**config.mk**
```make
export PLATFORM = sky130hd
export DESIGN_NAME = sat_combiner
export DESIGN_NICKNAME = d
export VERILOG_FILES = /design/src/rtl/gps_synth_pkg.sv /design/src/rtl/sat_combiner_noise_gen.sv /design/src/rtl/sat_combiner.sv
export SDC_FILE = /design/constraint.sdc
export NUM_CORES = 1
export LEC_CHECK = 0
export ABC_AREA = 1
export BUFFER_PORTS_ARGS = -buffer_cell sky130_fd_sc_hd__buf_2
export CAP_MARGIN = 20
export CELL_PAD_IN_SITES_DETAIL_PLACEMENT = 0
export CELL_PAD_IN_SITES_GLOBAL_PLACEMENT = 1
export CORE_MARGIN = 1
export CORE_UTILIZATION = 44
export CTS_CLUSTER_DIAMETER = 100
export DETAILED_ROUTE_END_ITERATION = 8
export GPL_ROUTABILITY_DRIVEN = 0
export PLACE_DENSITY_LB_ADDON = 0.1
export SETUP_SLACK_MARGIN = 0.05
export SKIP_CTS_REPAIR_TIMING = 1
export SYNTH_ARGS = -nofsm -noshare
export SYNTH_HDL_FRONTEND = slang
export SYNTH_HIERARCHICAL = 1
export SYNTH_SLANG_ARGS = --single-unit
```
**constraint.sdc**
```tcl
create_clock -name clk -period 7.93 [get_ports clk]
set_input_delay 0.3965 -clock clk [delete_from_list [all_inputs] [get_ports clk]]
set_output_delay 0.3965 -clock clk [all_outputs]
set_load 0.03 [all_outputs]
```
**src/rtl/gps_synth_pkg.sv**
```systemverilog
// Shared GPS synthesizer definitions: sample width, noise LFSR constants and
// the complex-sample type used between the channel array and the combiner.
package gps_synth_pkg;

    localparam int SAMPLE_W = 16;

    localparam logic [31:0] LFSR_POLY     = 32'h8020_0003;
    localparam logic [31:0] NOISE_SEED_RE = 32'h1234_5678;
    localparam logic [31:0] NOISE_SEED_IM = 32'h9ABC_DEF0;

    typedef struct packed {
        logic signed [SAMPLE_W-1:0] re;
        logic signed [SAMPLE_W-1:0] im;
    } cplx_t;

    localparam cplx_t CPLX_ZERO = 32'h0000_0000;

    // One Galois step, shifting towards bit 0.
    function automatic logic [31:0] lfsr_step(input logic [31:0] s);
        return {1'b0, s[31:1]} ^ (s[0] ? LFSR_POLY : 32'h0000_0000);
    endfunction

endpackage

```
**src/rtl/sat_combiner_noise_gen.sv**
```systemverilog
// noise_gen: pair of Galois LFSRs producing a gain-scaled pseudo-Gaussian
// complex noise sample; only built when SAT_COMBINER_NOISE_EN is defined.
module noise_gen
    import gps_synth_pkg::*;
(
    input  logic                       clk,
    input  logic                       reset,
    input  logic                       advance,
    input  logic [15:0]                gain,
    output logic signed [SAMPLE_W-1:0] noise_re,
    output logic signed [SAMPLE_W-1:0] noise_im
);

    logic [31:0] lfsr_re_r;
    logic [31:0] lfsr_im_r;

    // Sum of four signed bytes approximates a Gaussian; the 26-bit product
    // cannot overflow and bits [25:10] always fit in 16 signed bits.
    function automatic logic signed [SAMPLE_W-1:0] scale_noise(
        input logic [31:0] s,
        input logic [15:0] g
    );
        logic signed [9:0]  n;
        logic signed [25:0] p;
        n = {{2{s[7]}},  s[7:0]}   + {{2{s[15]}}, s[15:8]} +
            {{2{s[23]}}, s[23:16]} + {{2{s[31]}}, s[31:24]};
        p = n * $signed({1'b0, g});
        return p[25:10];
    endfunction

    // LFSRs step and the output register loads only when a sample is accepted.
    always_ff @(posedge clk) begin
        if (reset) begin
            lfsr_re_r <= NOISE_SEED_RE;
            lfsr_im_r <= NOISE_SEED_IM;
            noise_re  <= 16'sd0;
            noise_im  <= 16'sd0;
        end else if (advance) begin
            lfsr_re_r <= lfsr_step(lfsr_re_r);
            lfsr_im_r <= lfsr_step(lfsr_im_r);
            noise_re  <= scale_noise(lfsr_re_r, gain);
            noise_im  <= scale_noise(lfsr_im_r, gain);
        end
    end

endmodule

```
**src/rtl/sat_combiner.sv**
```systemverilog
// sat_combiner: sums enabled channel samples plus optional noise, rescales and
// saturates to 16 bits with a 3-cycle pipeline. Noise: SAT_COMBINER_NOISE_EN.
module sat_combiner
    import gps_synth_pkg::*;
#(
    parameter int NUM_CHAN  = 8,
    parameter int OUT_SHIFT = 3
)(
    input  logic                         clk,
    input  logic                         reset,
    input  logic                         dv_in,
    input  logic [NUM_CHAN*SAMPLE_W-1:0] real_in,
    input  logic [NUM_CHAN*SAMPLE_W-1:0] imag_in,
    input  logic [NUM_CHAN-1:0]          chan_en,
    input  logic [15:0]                  noise_gain,
    input  logic                         ovf_clr,
    output logic                         dv_out,
    output logic signed [SAMPLE_W-1:0]   real_out,
    output logic signed [SAMPLE_W-1:0]   imag_out,
    output logic [15:0]                  ovf_count
);

    localparam int SUM_W = SAMPLE_W + $clog2(NUM_CHAN + 1);

    cplx_t                      ch_r [NUM_CHAN];
    logic                       v1_r;
    logic                       v2_r;
    logic signed [SAMPLE_W-1:0] noise_re_s;
    logic signed [SAMPLE_W-1:0] noise_im_s;
    logic signed [SUM_W-1:0]    acc_re_s;
    logic signed [SUM_W-1:0]    acc_im_s;
    logic signed [SUM_W-1:0]    sum_re_r;
    logic signed [SUM_W-1:0]    sum_im_r;
    logic signed [SUM_W-1:0]    shr_re_s;
    logic signed [SUM_W-1:0]    shr_im_s;
    logic signed [SAMPLE_W-1:0] sat_re_s;
    logic signed [SAMPLE_W-1:0] sat_im_s;
    logic                       clip_re_s;
    logic                       clip_im_s;

`ifdef SAT_COMBINER_NOISE_EN
    noise_gen u_noise_gen (
        .clk      (clk),
        .reset    (reset),
        .advance  (dv_in),
        .gain     (noise_gain),
        .noise_re (noise_re_s),
        .noise_im (noise_im_s)
    );
`else
    logic unused_noise_gain_s;
    assign unused_noise_gain_s = ^noise_gain;
    assign noise_re_s = 16'sd0;
    assign noise_im_s = 16'sd0;
`endif

    // Returns {clip, value}: value fits when all bits from the 16-bit sign up agree.
    function automatic logic [SAMPLE_W:0] saturate(input logic signed [SUM_W-1:0] v);
        if ((&v[SUM_W-1:SAMPLE_W-1]) || !(|v[SUM_W-1:SAMPLE_W-1])) begin
            return {1'b0, v[SAMPLE_W-1:0]};
        end else if (v[SUM_W-1]) begin
            return {1'b1, 1'b1, {(SAMPLE_W-1){1'b0}}};
        end else begin
            return {1'b1, 1'b0, {(SAMPLE_W-1){1'b1}}};
        end
    endfunction

    // Stage 1: capture masked channel samples.
    always_ff @(posedge clk) begin
        if (reset) begin
            v1_r <= 1'b0;
            for (int i = 0; i < NUM_CHAN; i++) begin
                ch_r[i] <= CPLX_ZERO;
            end
        end else begin
            v1_r <= dv_in;
            if (dv_in) begin
                for (int i = 0; i < NUM_CHAN; i++) begin
                    ch_r[i] <= chan_en[i] ?
                        cplx_t'({real_in[i*SAMPLE_W +: SAMPLE_W], imag_in[i*SAMPLE_W +: SAMPLE_W]}) :
                        CPLX_ZERO;
                end
            end
        end
    end

    // Adder tree over stage-1 registers, seeded with the noise term.
    always_comb begin
        acc_re_s = SUM_W'(noise_re_s);
        acc_im_s = SUM_W'(noise_im_s);
        for (int i = 0; i < NUM_CHAN; i++) begin
            acc_re_s = acc_re_s + SUM_W'(ch_r[i].re);
            acc_im_s = acc_im_s + SUM_W'(ch_r[i].im);
        end
    end

    // Stage 2: register the full-width sum.
    always_ff @(posedge clk) begin
        if (reset) begin
            v2_r     <= 1'b0;
            sum_re_r <= SUM_W'(0);
            sum_im_r <= SUM_W'(0);
        end else begin
            v2_r <= v1_r;
            if (v1_r) begin
                sum_re_r <= acc_re_s;
                sum_im_r <= acc_im_s;
            end
        end
    end

    // Floor rescale then clamp to the 16-bit output range.
    always_comb begin
        shr_re_s = sum_re_r >>> OUT_SHIFT;
        shr_im_s = sum_im_r >>> OUT_SHIFT;
        {clip_re_s, sat_re_s} = saturate(shr_re_s);
        {clip_im_s, sat_im_s} = saturate(shr_im_s);
    end

    // Stage 3: output registers and clip counter (clear wins over increment).
    always_ff @(posedge clk) begin
        if (reset) begin
            dv_out    <= 1'b0;
            real_out  <= 16'sd0;
            imag_out  <= 16'sd0;
            ovf_count <= 16'd0;
        end else begin
            dv_out <= v2_r;
            if (v2_r) begin
                real_out <= sat_re_s;
                imag_out <= sat_im_s;
            end
            if (ovf_clr) begin
                ovf_count <= 16'd0;
            end else if (v2_r && (clip_re_s || clip_im_s) && (ovf_count != 16'hFFFF)) begin
                ovf_count <= ovf_count + 16'd1;
            end
        end
    end

endmodule

```
== Word-level counts from Yosys, hierarchy flattened ==
Memories as Yosys holds them, arrays and structs flattened.
Cells that the tools add are included.

* Add/subtract/negate cells: 15
* Eq/ne operators: 1
* Multiplexer cells: 25
* Bitwise logic cells: 8
* Reductions and logical operators: 12

{| class="wikitable"
|+ Operators by type and width
! kind !! count
|-
| 32-bit two-way mux || 16
|-
| 20-bit by 16-bit adder with 20-bit output || 6
|-
| 19-bit by 16-bit adder with 20-bit output || 2
|-
| 18-bit by 16-bit adder with 19-bit output || 2
|-
| 17-bit by 16-bit adder with 18-bit output || 2
|-
| 16-bit by 16-bit adder with 17-bit output || 2
|-
| 17-bit two-way mux || 2
|-
| 16-bit two-way mux || 2
|-
| 16-bit by 1-bit adder with 16-bit output, second input constant || 1
|-
| 16-bit != test, second input constant || 1
|-
| 1-bit bitwise OR || 8
|-
| 2-bit OR reduction || 3
|-
| 1-bit two-way mux || 5
|-
| 2-bit AND reduction || 2
|-
| 1-bit logical OR || 3
|-
| 1-bit logical AND || 2
|-
| 1-bit zero test || 2
|}

* Register bits after elaboration: 91
* Memory bits (writable): 256
* Input port bits: 284
* Output and inout bits: 49
* Word-level logic and storage cells: 70
* Memories kept: 1

{| class="wikitable"
|+ Memory list
! name !! words !! bits a word !! rd ports !! clocked after memory_dff !! write ports !! line !! RTL
|-
| ch_r || 8 || 32 || 8 || 0 || 8 || sat_combiner.sv:25 || <nowiki>cplx_t ch_r [NUM_CHAN];</nowiki>
|}

== Depth between registers and ports, before layout ==
Gate-level depths: netlist of the first run.
An unclocked memory read counts as a cell.

* Depth after elaboration: 8
* Mapped depth: 21
* Depth with buffers taken out: 21

== Least setup slack after synthesis of the first run ==
OpenSTA, ideal clock, no wires.

* Path kind: input-to-reg
* From: in reset
* To: mem ch_r[0][0] (netlist bit), enable pin
* Library setup time: 1953 ps
* Arrival: 5096 ps
* Required time: 5977 ps
* Path slack: 881 ps
* Stages on the path: 4
* Path buffers: 2
* Path through: buf_2 inv_1 clkbuf_1 nand2_1

{| class="wikitable"
|+ RTL lines
! what !! line !! RTL
|-
| start: declaration || sat_combiner.sv:10 || <nowiki>input logic reset,</nowiki>
|-
| end: declaration || sat_combiner.sv:25 ||
|}

==> run_summary.xml, run 1 <==
<?xml version="1.0" encoding="UTF-8"?>
<metrics>
  <group name="routing">
    <metric name="via_per_instance_ratio" unit="">4.49</metric>
    <metric name="first_iter_violations" unit="">700</metric>
    <metric name="routed_wirelength" unit="mm">49.1</metric>
    <metric name="via_count" unit="">14300</metric>
    <metric name="drc" unit="">0</metric>
    <metric name="detail_route.first_pass.iterations" unit="">5</metric>
    <metric name="routed_wire_length_per_instance" unit="um">15.4</metric>
    <metric name="drt.antenna.violating_nets" unit="">0</metric>
  </group>
  <group name="timing">
    <metric name="worst_pin_slew" unit="ps">1100</metric>
    <metric name="final_hold_viol_count" unit="">0</metric>
    <metric name="setup_violations" unit="">0</metric>
    <metric name="maxClockFrequency" unit="MHz">230</metric>
    <metric name="fin_setup_tns" unit="ps">0</metric>
    <metric name="fin_skew" unit="ps">22.6</metric>
    <metric name="slew_viol_final" unit="">0</metric>
    <metric name="setup_repair_after_global_routing_missed_its_margin" unit="">no</metric>
    <metric name="period_share" unit="%">54.9</metric>
    <metric name="slew_headroom" unit="%">26.1</metric>
    <metric name="final_worst_setup_slack" unit="ps">3580</metric>
    <metric name="finalWorstPathRequiredPeriod" unit="ps">4350</metric>
  </group>
  <group name="logic_synthesis">
    <metric name="ys.warnings.count" unit="">6</metric>
    <metric name="yosys_register_bits" unit="">341</metric>
    <metric name="syn_area_per_cell" unit="um2">9.28</metric>
    <metric name="yosys_most_used_dff" unit="">sky130_fd_sc_hd__edfxtp_1</metric>
    <metric name="syn-num-nets" unit="">2757</metric>
    <metric name="number_of_enable_flip_flop_cells_after_synthesis" unit="">256</metric>
    <metric name="async_flop_share" unit="%">0</metric>
    <metric name="synth_sequential_area_ratio" unit="%">45.3</metric>
    <metric name="mapped_cell_area" unit="um2">20700</metric>
    <metric name="postSynthCellCount" unit="">2232</metric>
    <metric name="distinct_cells_synth" unit="">33</metric>
  </group>
  <group name="worst_hold_path">
    <metric name="hold_class" unit="">in -&gt; reg</metric>
  </group>
  <group name="global_route">
    <metric name="global_route_wire_length_before_repair" unit="mm">78.3</metric>
    <metric name="grt_overflow_total" unit="">0</metric>
    <metric name="via_count_of_the_first_global_routing_pass" unit="">14900</metric>
    <metric name="globalRouteTotalUtil" unit="%">21.5</metric>
    <metric name="grt_max_degree" unit="">133</metric>
    <metric name="initial_antenna_violation_count" unit="">0</metric>
  </group>
  <group name="clocking">
    <metric name="cts_tree" unit="">done</metric>
    <metric name="numCtsBuffers" unit="">41</metric>
    <metric name="clkLatencyLatePin" unit="ps">570</metric>
    <metric name="cts_root_buf" unit="">sky130_fd_sc_hd__clkbuf_16</metric>
    <metric name="htree_levels" unit="">2</metric>
    <metric name="clock_tree.buffer_depth" unit="">3</metric>
    <metric name="numClockSinks" unit="">341</metric>
    <metric name="clkTransAtPathRegs" unit="ps">60</metric>
  </group>
  <group name="worst_setup_path">
    <metric name="cp_cell_sequence" unit="">inv_1, fa_1, inv_1, fa_1, fa_1, inv_1, fa_1, a21oi_1, inv_1, fa_1, o21ai_2, nand2_1, nand2_1, nand2_1, nand3_1, nand3_1, nand2_1, inv_1</metric>
    <metric name="timing.critical_path.slowest_cell_delay" unit="ps">530</metric>
    <metric name="worst_setup_path_start_kind" unit="">register</metric>
    <metric name="crit_path_max_fanout" unit="">3</metric>
    <metric name="cp_capture_type" unit="">register</metric>
    <metric name="cp_data_required_time" unit="ps">8390</metric>
    <metric name="cp_data_arrival_time" unit="ps">4810</metric>
    <metric name="worst-setup-path-type" unit="">reg -&gt; reg</metric>
    <metric name="cp_slowest_cell" unit="">sky130_fd_sc_hd__fa_1</metric>
  </group>
  <group name="finish">
    <metric name="syn_to_final_growth" unit="%">17.2</metric>
    <metric name="nNetsFinal" unit="">3071</metric>
    <metric name="layout_commonest_cell" unit="">sky130_fd_sc_hd__inv_1</metric>
    <metric name="mostFrequentLayoutCells" unit="">sky130_fd_sc_hd__inv_1, sky130_fd_sc_hd__nor2_1, sky130_fd_sc_hd__buf_2, sky130_fd_sc_hd__edfxtp_1, sky130_fd_sc_hd__nand2_1</metric>
    <metric name="fill_cells" unit="">4410</metric>
    <metric name="final_layout_size_suffix_gt1_share" unit="%">16.5</metric>
  </group>
  <group name="die">
    <metric name="row_count" unit="">79</metric>
    <metric name="initial_utilization" unit="%">44.6</metric>
    <metric name="die_h" unit="um">219</metric>
    <metric name="die-width" unit="um">219</metric>
    <metric name="num_io_pins" unit="">333</metric>
    <metric name="fp.coreArea" unit="um2">46500</metric>
    <metric name="die_area" unit="um2">47900</metric>
  </group>
  <group name="placed_design">
    <metric name="place.port_buffers" unit="">316</metric>
    <metric name="dp.final_hpwl" unit="mm">36.6</metric>
    <metric name="detailedPlace.worstSlack" unit="ps">3570</metric>
  </group>
  <group name="outcome">
    <metric name="status" unit="">completed</metric>
  </group>
  <group name="pwr">
    <metric name="power-per-cell-area" unit="nW/um2">352</metric>
    <metric name="vdd_drop_max" unit="V">0.000168</metric>
    <metric name="p_leak" unit="nW">12.9</metric>
  </group>
  <group name="run">
    <metric name="maxCapViolCount" unit="">0</metric>
  </group>
</metrics>
==> cells in the mapped netlist (all sizes together), types with 4 or more instances <==
library cell  count  area [um2]
inv             774        2910
nor2            379        1440
edfxtp          256        7690
nand2           228         871
fa              198        3960
dfxtp            85        1700
a21oi            52         287
ha               43         538
o21ai            42         218
nand3            41         215
clkbuf           37         139
o221ai           30         263
xor2             22         193
buf              14        77.6
nor3             11        75.1
nand4             6        37.5
and2              4        25.0
xnor2             4        35.0
==> cell families (layout without fill, tap and decap cells) <==
| group | Yosys count | in the layout | synth area share, % |
|---|---|---|---|
| fa+ha+maj | 241 | 241 | 21.7 |
| flops | 341 | 341 | 45.3 |
| simple gates | 672 | 672 | 12.9 |
| other cells | 0 | 1 | 0 |
| xor+xnor | 26 | 26 | 1.10 |
| buf+inv | 825 | 1171 | 15.1 |
| compound gates | 127 | 127 | 3.81 |
==> final timing paths <==
path,start,to,slack (ps),cells after the start
min,real_in[40],ch_r[0][88]$_SDFFCE_PN0P_,140,3
min reg2reg,ovf_count[15]$_SDFFE_PP0P_,ovf_count[15]$_SDFFE_PP0P_,480,2
max,ch_r[0][98]$_SDFFCE_PN0P_,sum_im_r[18]$_SDFFE_PP0P_,3580,18
max reg2reg,ch_r[0][98]$_SDFFCE_PN0P_,sum_im_r[18]$_SDFFE_PP0P_,3580,18
==> sequential cells by signal (all words and copies together), names as in the netlist <==
| name | flops |
|---|---|
| v2_r | 1 |
| sum_im_r | 17 |
| sum_re_r | 17 |
| v1_r | 1 |
| imag_out | 16 |
| real_out | 16 |
| ovf_count | 16 |
| dv_out | 1 |
| ch_r | 256 |
==> metrics by stage <==
step,hold slack (ps),area [um2],utilization (%),total power [mW],cells
final,136,24300,52.3,8.55,3186
after floorplan,478,20700,-,5.49,2232
after global placement,466,22900,49.3,6.77,3108
after detailed placement,479,22900,49.3,6.79,3108
after global routing,120,24300,52.2,9.42,3185
after CTS,98.0,24200,52.2,8.69,3183
==> where the power goes <==
group          switching, mW  internal [mW]  total [mW]
Combinational           2.87           1.66        4.52
Sequential            0.0782           2.09        2.17
Clock                  0.762           1.10        1.86
==> final cells by class <==
type	count	area (um2)	area share (%)
clock buffers	46	1100	4.52
clock inverters	29	235	0.969
repair buffers	322	1660	6.83
flip-flops and latches	341	9390	38.7
well taps	607	759	3.13
inverters	774	2910	12.0
multi-input cells	1066	8230	33.9
diodes	1	2.50	0.0103
==> critical path: cells and delay by family, from the launching register on <==
kind | cells | cell delay, ps
and+or+nand+nor | 6 | 590
DFF | 1 | 330
buffers and inverters | 5 | 330
adders and majority gates | 5 | 2520
AOI/OAI and AO/OA | 2 | 490
==> per-layer routing <==
metal  vias up  GRT usage [%]  routed length (um)
li1       7134              -                   -
met1      6809           30.3               23000
met2       312           35.0               22700
met3        53           2.74                2390
met4         0           5.53                 904
met5         -              0                   0
No activity file was read; power rests on OpenSTA's default activity.
==> run 2: changes to the inputs <==
--- a/config.mk
+++ b/config.mk
@@ -11,7 +11,7 @@
 export CELL_PAD_IN_SITES_DETAIL_PLACEMENT = 0
 export CELL_PAD_IN_SITES_GLOBAL_PLACEMENT = 1
 export CORE_MARGIN = 1
-export CORE_UTILIZATION = 44
+export CORE_UTILIZATION = 40
 export CTS_CLUSTER_DIAMETER = 100
 export DETAILED_ROUTE_END_ITERATION = 8
 export GPL_ROUTABILITY_DRIVEN = 0
==> constraint.sdc (replaced) <==
create_clock -name clk -period 3.6 [get_ports clk]
set_input_delay 0.18 -clock clk [delete_from_list [all_inputs] [get_ports clk]]
set_output_delay 0.18 -clock clk [all_outputs]
set_load 0.03 [all_outputs]
==> run 2 against run 1 <==
  * The flow now finishes with violations (negative hold slack, negative setup slack)
  * Maximum frequency rose by 9.4%
  * Sequential power increased by 120%
  * Clock-buffer cell count up 10
  * Core utilization up 3.4 points
  * Wire length grew 15%
  * Setup slack got worse by 4000 ps
  * Clock skew fell by 8.6 ps
  * Largest cell class unchanged
==> run_summary.xml, run 2 (same netlist as run 1, synthesis figures left out) <==
<?xml version="1.0" encoding="UTF-8"?>
<metrics>
  <group name="pwr">
    <metric name="power-per-cell-area" unit="nW/um2">891</metric>
    <metric name="p_leak" unit="nW">14.5</metric>
    <metric name="vdd_drop_max" unit="V">0.000595</metric>
    <metric name="totalPowerFinal" unit="mW">25.4</metric>
  </group>
  <group name="die">
    <metric name="die-width" unit="um">230</metric>
    <metric name="die_area" unit="um2">52700</metric>
    <metric name="fp.coreArea" unit="um2">51200</metric>
    <metric name="num_io_pins" unit="">333</metric>
    <metric name="initial_utilization" unit="%">40.5</metric>
    <metric name="die_h" unit="um">230</metric>
    <metric name="row_count" unit="">83</metric>
  </group>
  <group name="routing">
    <metric name="drc" unit="">0</metric>
    <metric name="detail_route.first_pass.iterations" unit="">5</metric>
    <metric name="drt.antenna.violating_nets" unit="">0</metric>
    <metric name="via_per_instance_ratio" unit="">4.42</metric>
    <metric name="routed_wirelength" unit="mm">56.4</metric>
    <metric name="first_iter_violations" unit="">809</metric>
    <metric name="via_count" unit="">15900</metric>
    <metric name="routed_wire_length_per_instance" unit="um">15.7</metric>
  </group>
  <group name="worst_setup_path">
    <metric name="worst_setup_path_start_kind" unit="">register</metric>
    <metric name="cp_data_required_time" unit="ps">4070</metric>
    <metric name="crit_path_max_fanout" unit="">2</metric>
    <metric name="cp_data_arrival_time" unit="ps">4440</metric>
    <metric name="worst-setup-path-type" unit="">reg -&gt; reg</metric>
    <metric name="r2r.worst_path.cells" unit="">17</metric>
    <metric name="cp_capture_type" unit="">register</metric>
    <metric name="worst_r2r_endpoint" unit="">sum_im_r[12]$_SDFFE_PP0P_</metric>
    <metric name="timing.rr.start" unit="">ch_r[0][130]$_SDFFCE_PN0P_</metric>
    <metric name="rrSetupSlack" unit="ps">-380</metric>
  </group>
  <group name="run">
    <metric name="maxCapViolCount" unit="">0</metric>
  </group>
  <group name="timing">
    <metric name="period_share" unit="%">110</metric>
    <metric name="final_hold_viol_count" unit="">3</metric>
    <metric name="final_worst_setup_slack" unit="ps">-377</metric>
    <metric name="finalWorstPathRequiredPeriod" unit="ps">3980</metric>
    <metric name="worst_pin_slew" unit="ps">1090</metric>
    <metric name="slew_viol_final" unit="">0</metric>
    <metric name="fin_skew" unit="ps">14.0</metric>
    <metric name="setup_violations" unit="">31</metric>
    <metric name="maxClockFrequency" unit="MHz">251</metric>
    <metric name="setup_repair_after_global_routing_missed_its_margin" unit="">yes</metric>
    <metric name="final.hold.worst_slack" unit="ps">-28.3</metric>
    <metric name="slew_headroom" unit="%">26.9</metric>
  </group>
  <group name="finish">
    <metric name="largest_reg_flops" unit="">256</metric>
    <metric name="mostFrequentLayoutCells" unit="">sky130_fd_sc_hd__inv_1, sky130_fd_sc_hd__nor2_1, sky130_fd_sc_hd__buf_2, sky130_fd_sc_hd__edfxtp_1, sky130_fd_sc_hd__dlygate4sd3_1</metric>
    <metric name="top_regs" unit="">ch_r (256), sum_im_r (17), sum_re_r (17)</metric>
    <metric name="layout_commonest_cell" unit="">sky130_fd_sc_hd__inv_1</metric>
    <metric name="n_antenna_cell" unit="">0</metric>
    <metric name="fill_cells" unit="">4535</metric>
    <metric name="register_ranked_first_by_flip_flop_count" unit="">ch_r</metric>
    <metric name="final_layout_size_suffix_gt1_share" unit="%">23.5</metric>
    <metric name="syn_to_final_growth" unit="%">37.6</metric>
    <metric name="nNetsFinal" unit="">3412</metric>
  </group>
  <group name="clocking">
    <metric name="numCtsBuffers" unit="">42</metric>
    <metric name="cts_root_buf" unit="">sky130_fd_sc_hd__clkbuf_16</metric>
    <metric name="numClockSinks" unit="">341</metric>
    <metric name="clock_tree.buffer_depth" unit="">3</metric>
    <metric name="htree_levels" unit="">2</metric>
    <metric name="clkTransAtPathRegs" unit="ps">60</metric>
    <metric name="clkLatencyLatePin" unit="ps">570</metric>
    <metric name="cts_tree" unit="">done</metric>
  </group>
  <group name="global_route">
    <metric name="global_route_wire_length_before_repair" unit="mm">83.7</metric>
    <metric name="via_count_of_the_first_global_routing_pass" unit="">15600</metric>
    <metric name="initial_antenna_violation_count" unit="">0</metric>
    <metric name="grt_max_degree" unit="">78</metric>
    <metric name="grt_overflow_total" unit="">0</metric>
    <metric name="globalRouteTotalUtil" unit="%">20.6</metric>
  </group>
  <group name="placed_design">
    <metric name="place.port_buffers" unit="">316</metric>
    <metric name="detailedPlace.worstSlack" unit="ps">-407</metric>
    <metric name="dp.final_hpwl" unit="mm">39.4</metric>
  </group>
  <group name="worst_hold_path">
    <metric name="min-delay-start" unit="">imag_in[54]</metric>
    <metric name="holdPathStages" unit="">3</metric>
    <metric name="hold_class" unit="">in -&gt; reg</metric>
    <metric name="holdPathEnd" unit="">ch_r[0][102]$_SDFFCE_PN0P_</metric>
  </group>
  <group name="outcome">
    <metric name="status" unit="">complete, but fails checks</metric>
    <metric name="violations" unit="">negative hold slack, negative setup slack</metric>
  </group>
</metrics>
## run 2: changes by cell type in the layout (fill, tap and decap cells not counted), moves of 28 or more
cell | previous run | this run
sky130_fd_sc_hd__dlygate4sd3_1 | 0 | 251
sky130_fd_sc_hd__buf_4 | 4 | 87
sky130_fd_sc_hd__nand2_1 | 215 | 162
sky130_fd_sc_hd__nand2_2 | 11 | 51
sky130_fd_sc_hd__ha_1 | 43 | 14
sky130_fd_sc_hd__ha_4 | 0 | 28
## run 2: critical path, cell delays in order, from the launching register on
cell	delay, ps
sky130_fd_sc_hd__edfxtp_1	350
sky130_fd_sc_hd__inv_1	60
sky130_fd_sc_hd__fa_1	510
sky130_fd_sc_hd__inv_2	50
sky130_fd_sc_hd__fa_2	570
sky130_fd_sc_hd__fa_1	430
sky130_fd_sc_hd__inv_2	70
sky130_fd_sc_hd__fa_1	440
sky130_fd_sc_hd__a21oi_2	170
sky130_fd_sc_hd__inv_1	70
sky130_fd_sc_hd__fa_2	350
sky130_fd_sc_hd__buf_4	140
sky130_fd_sc_hd__buf_6	120
sky130_fd_sc_hd__nand3b_1	180
sky130_fd_sc_hd__nand4_1	110
sky130_fd_sc_hd__nand3_1	120
sky130_fd_sc_hd__nand2_1	90
sky130_fd_sc_hd__inv_1	30
## run 2: through the flow
| step | hold WS [ps] | util (%) | TNS, ps | instances | area (um2) |
|---|---|---|---|---|---|
| 2_1_floorplan | 373 | - | -333 | 2232 | 20800 |
| 3_3_place_gp | 466 | 46.3 | -6040 | 3260 | 23700 |
| 3_5_place_dp | 478 | 46.3 | -6650 | 3260 | 23700 |
| 4_1_cts | -118 | 48.9 | -7190 | 3335 | 25100 |
| 5_1_grt | -3.31 | 55.7 | -12120 | 3598 | 28500 |
| 6_report | -28.3 | 55.7 | -6090 | 3598 | 28500 |
## run 2: cell type report
| type | instances | area [um2] | area share (%) |
|---|---|---|---|
| Clock buffer | 56 | 1150 | 4.05 |
| Clock inverter | 19 | 171 | 0.602 |
| Timing Repair Buffer | 662 | 4860 | 17.1 |
| Tap cell | 680 | 851 | 2.99 |
| Inverter | 774 | 2910 | 10.2 |
| Sequential cell | 341 | 9390 | 33.0 |
| Multi-Input combinational cell | 1066 | 9160 | 32.1 |
## run 2: worst max path at each step
| stage | from | endpoint | slack, ps | cells past startpoint |
|---|---|---|---|---|
| 2_1_floorplan | ch_r[0][178]$_SDFFCE_PN0P_ | sum_re_r[18]$_SDFFE_PP0P_ | -60 | 18 |
| 3_3_place_gp | ch_r[0][99]$_SDFFCE_PN0P_ | sum_im_r[16]$_SDFFE_PP0P_ | -360 | 17 |
| 3_5_place_dp | ch_r[0][162]$_SDFFCE_PN0P_ | sum_im_r[16]$_SDFFE_PP0P_ | -410 | 18 |
| 4_1_cts | ch_r[0][130]$_SDFFCE_PN0P_ | sum_im_r[16]$_SDFFE_PP0P_ | -430 | 18 |
| 5_1_grt | ch_r[0][97]$_SDFFCE_PN0P_ | sum_im_r[16]$_SDFFE_PP0P_ | -570 | 18 |
| 6_report | ch_r[0][130]$_SDFFCE_PN0P_ | sum_im_r[12]$_SDFFE_PP0P_ | -380 | 17 |
## run 2: metal layers
layer | global-route usage, % | vias up | wire length (um)
met1 | 28.8 | 7648 | 24900
met5 | 0 | - | 0
met4 | 4.83 | 0 | 1260
li1 | - | 7796 | -
met2 | 33.6 | 361 | 27600
met3 | 3.26 | 94 | 2620
## run 2: power breakdown
part / internal, mW / switching, mW / leakage [nW]
registers: 4.61 / 0.177 / 3.46
logic: 7.72 / 8.73 / 10.4
clock network: 2.46 / 1.68 / 0.646
total: 14.8 / 10.6 / 14.5
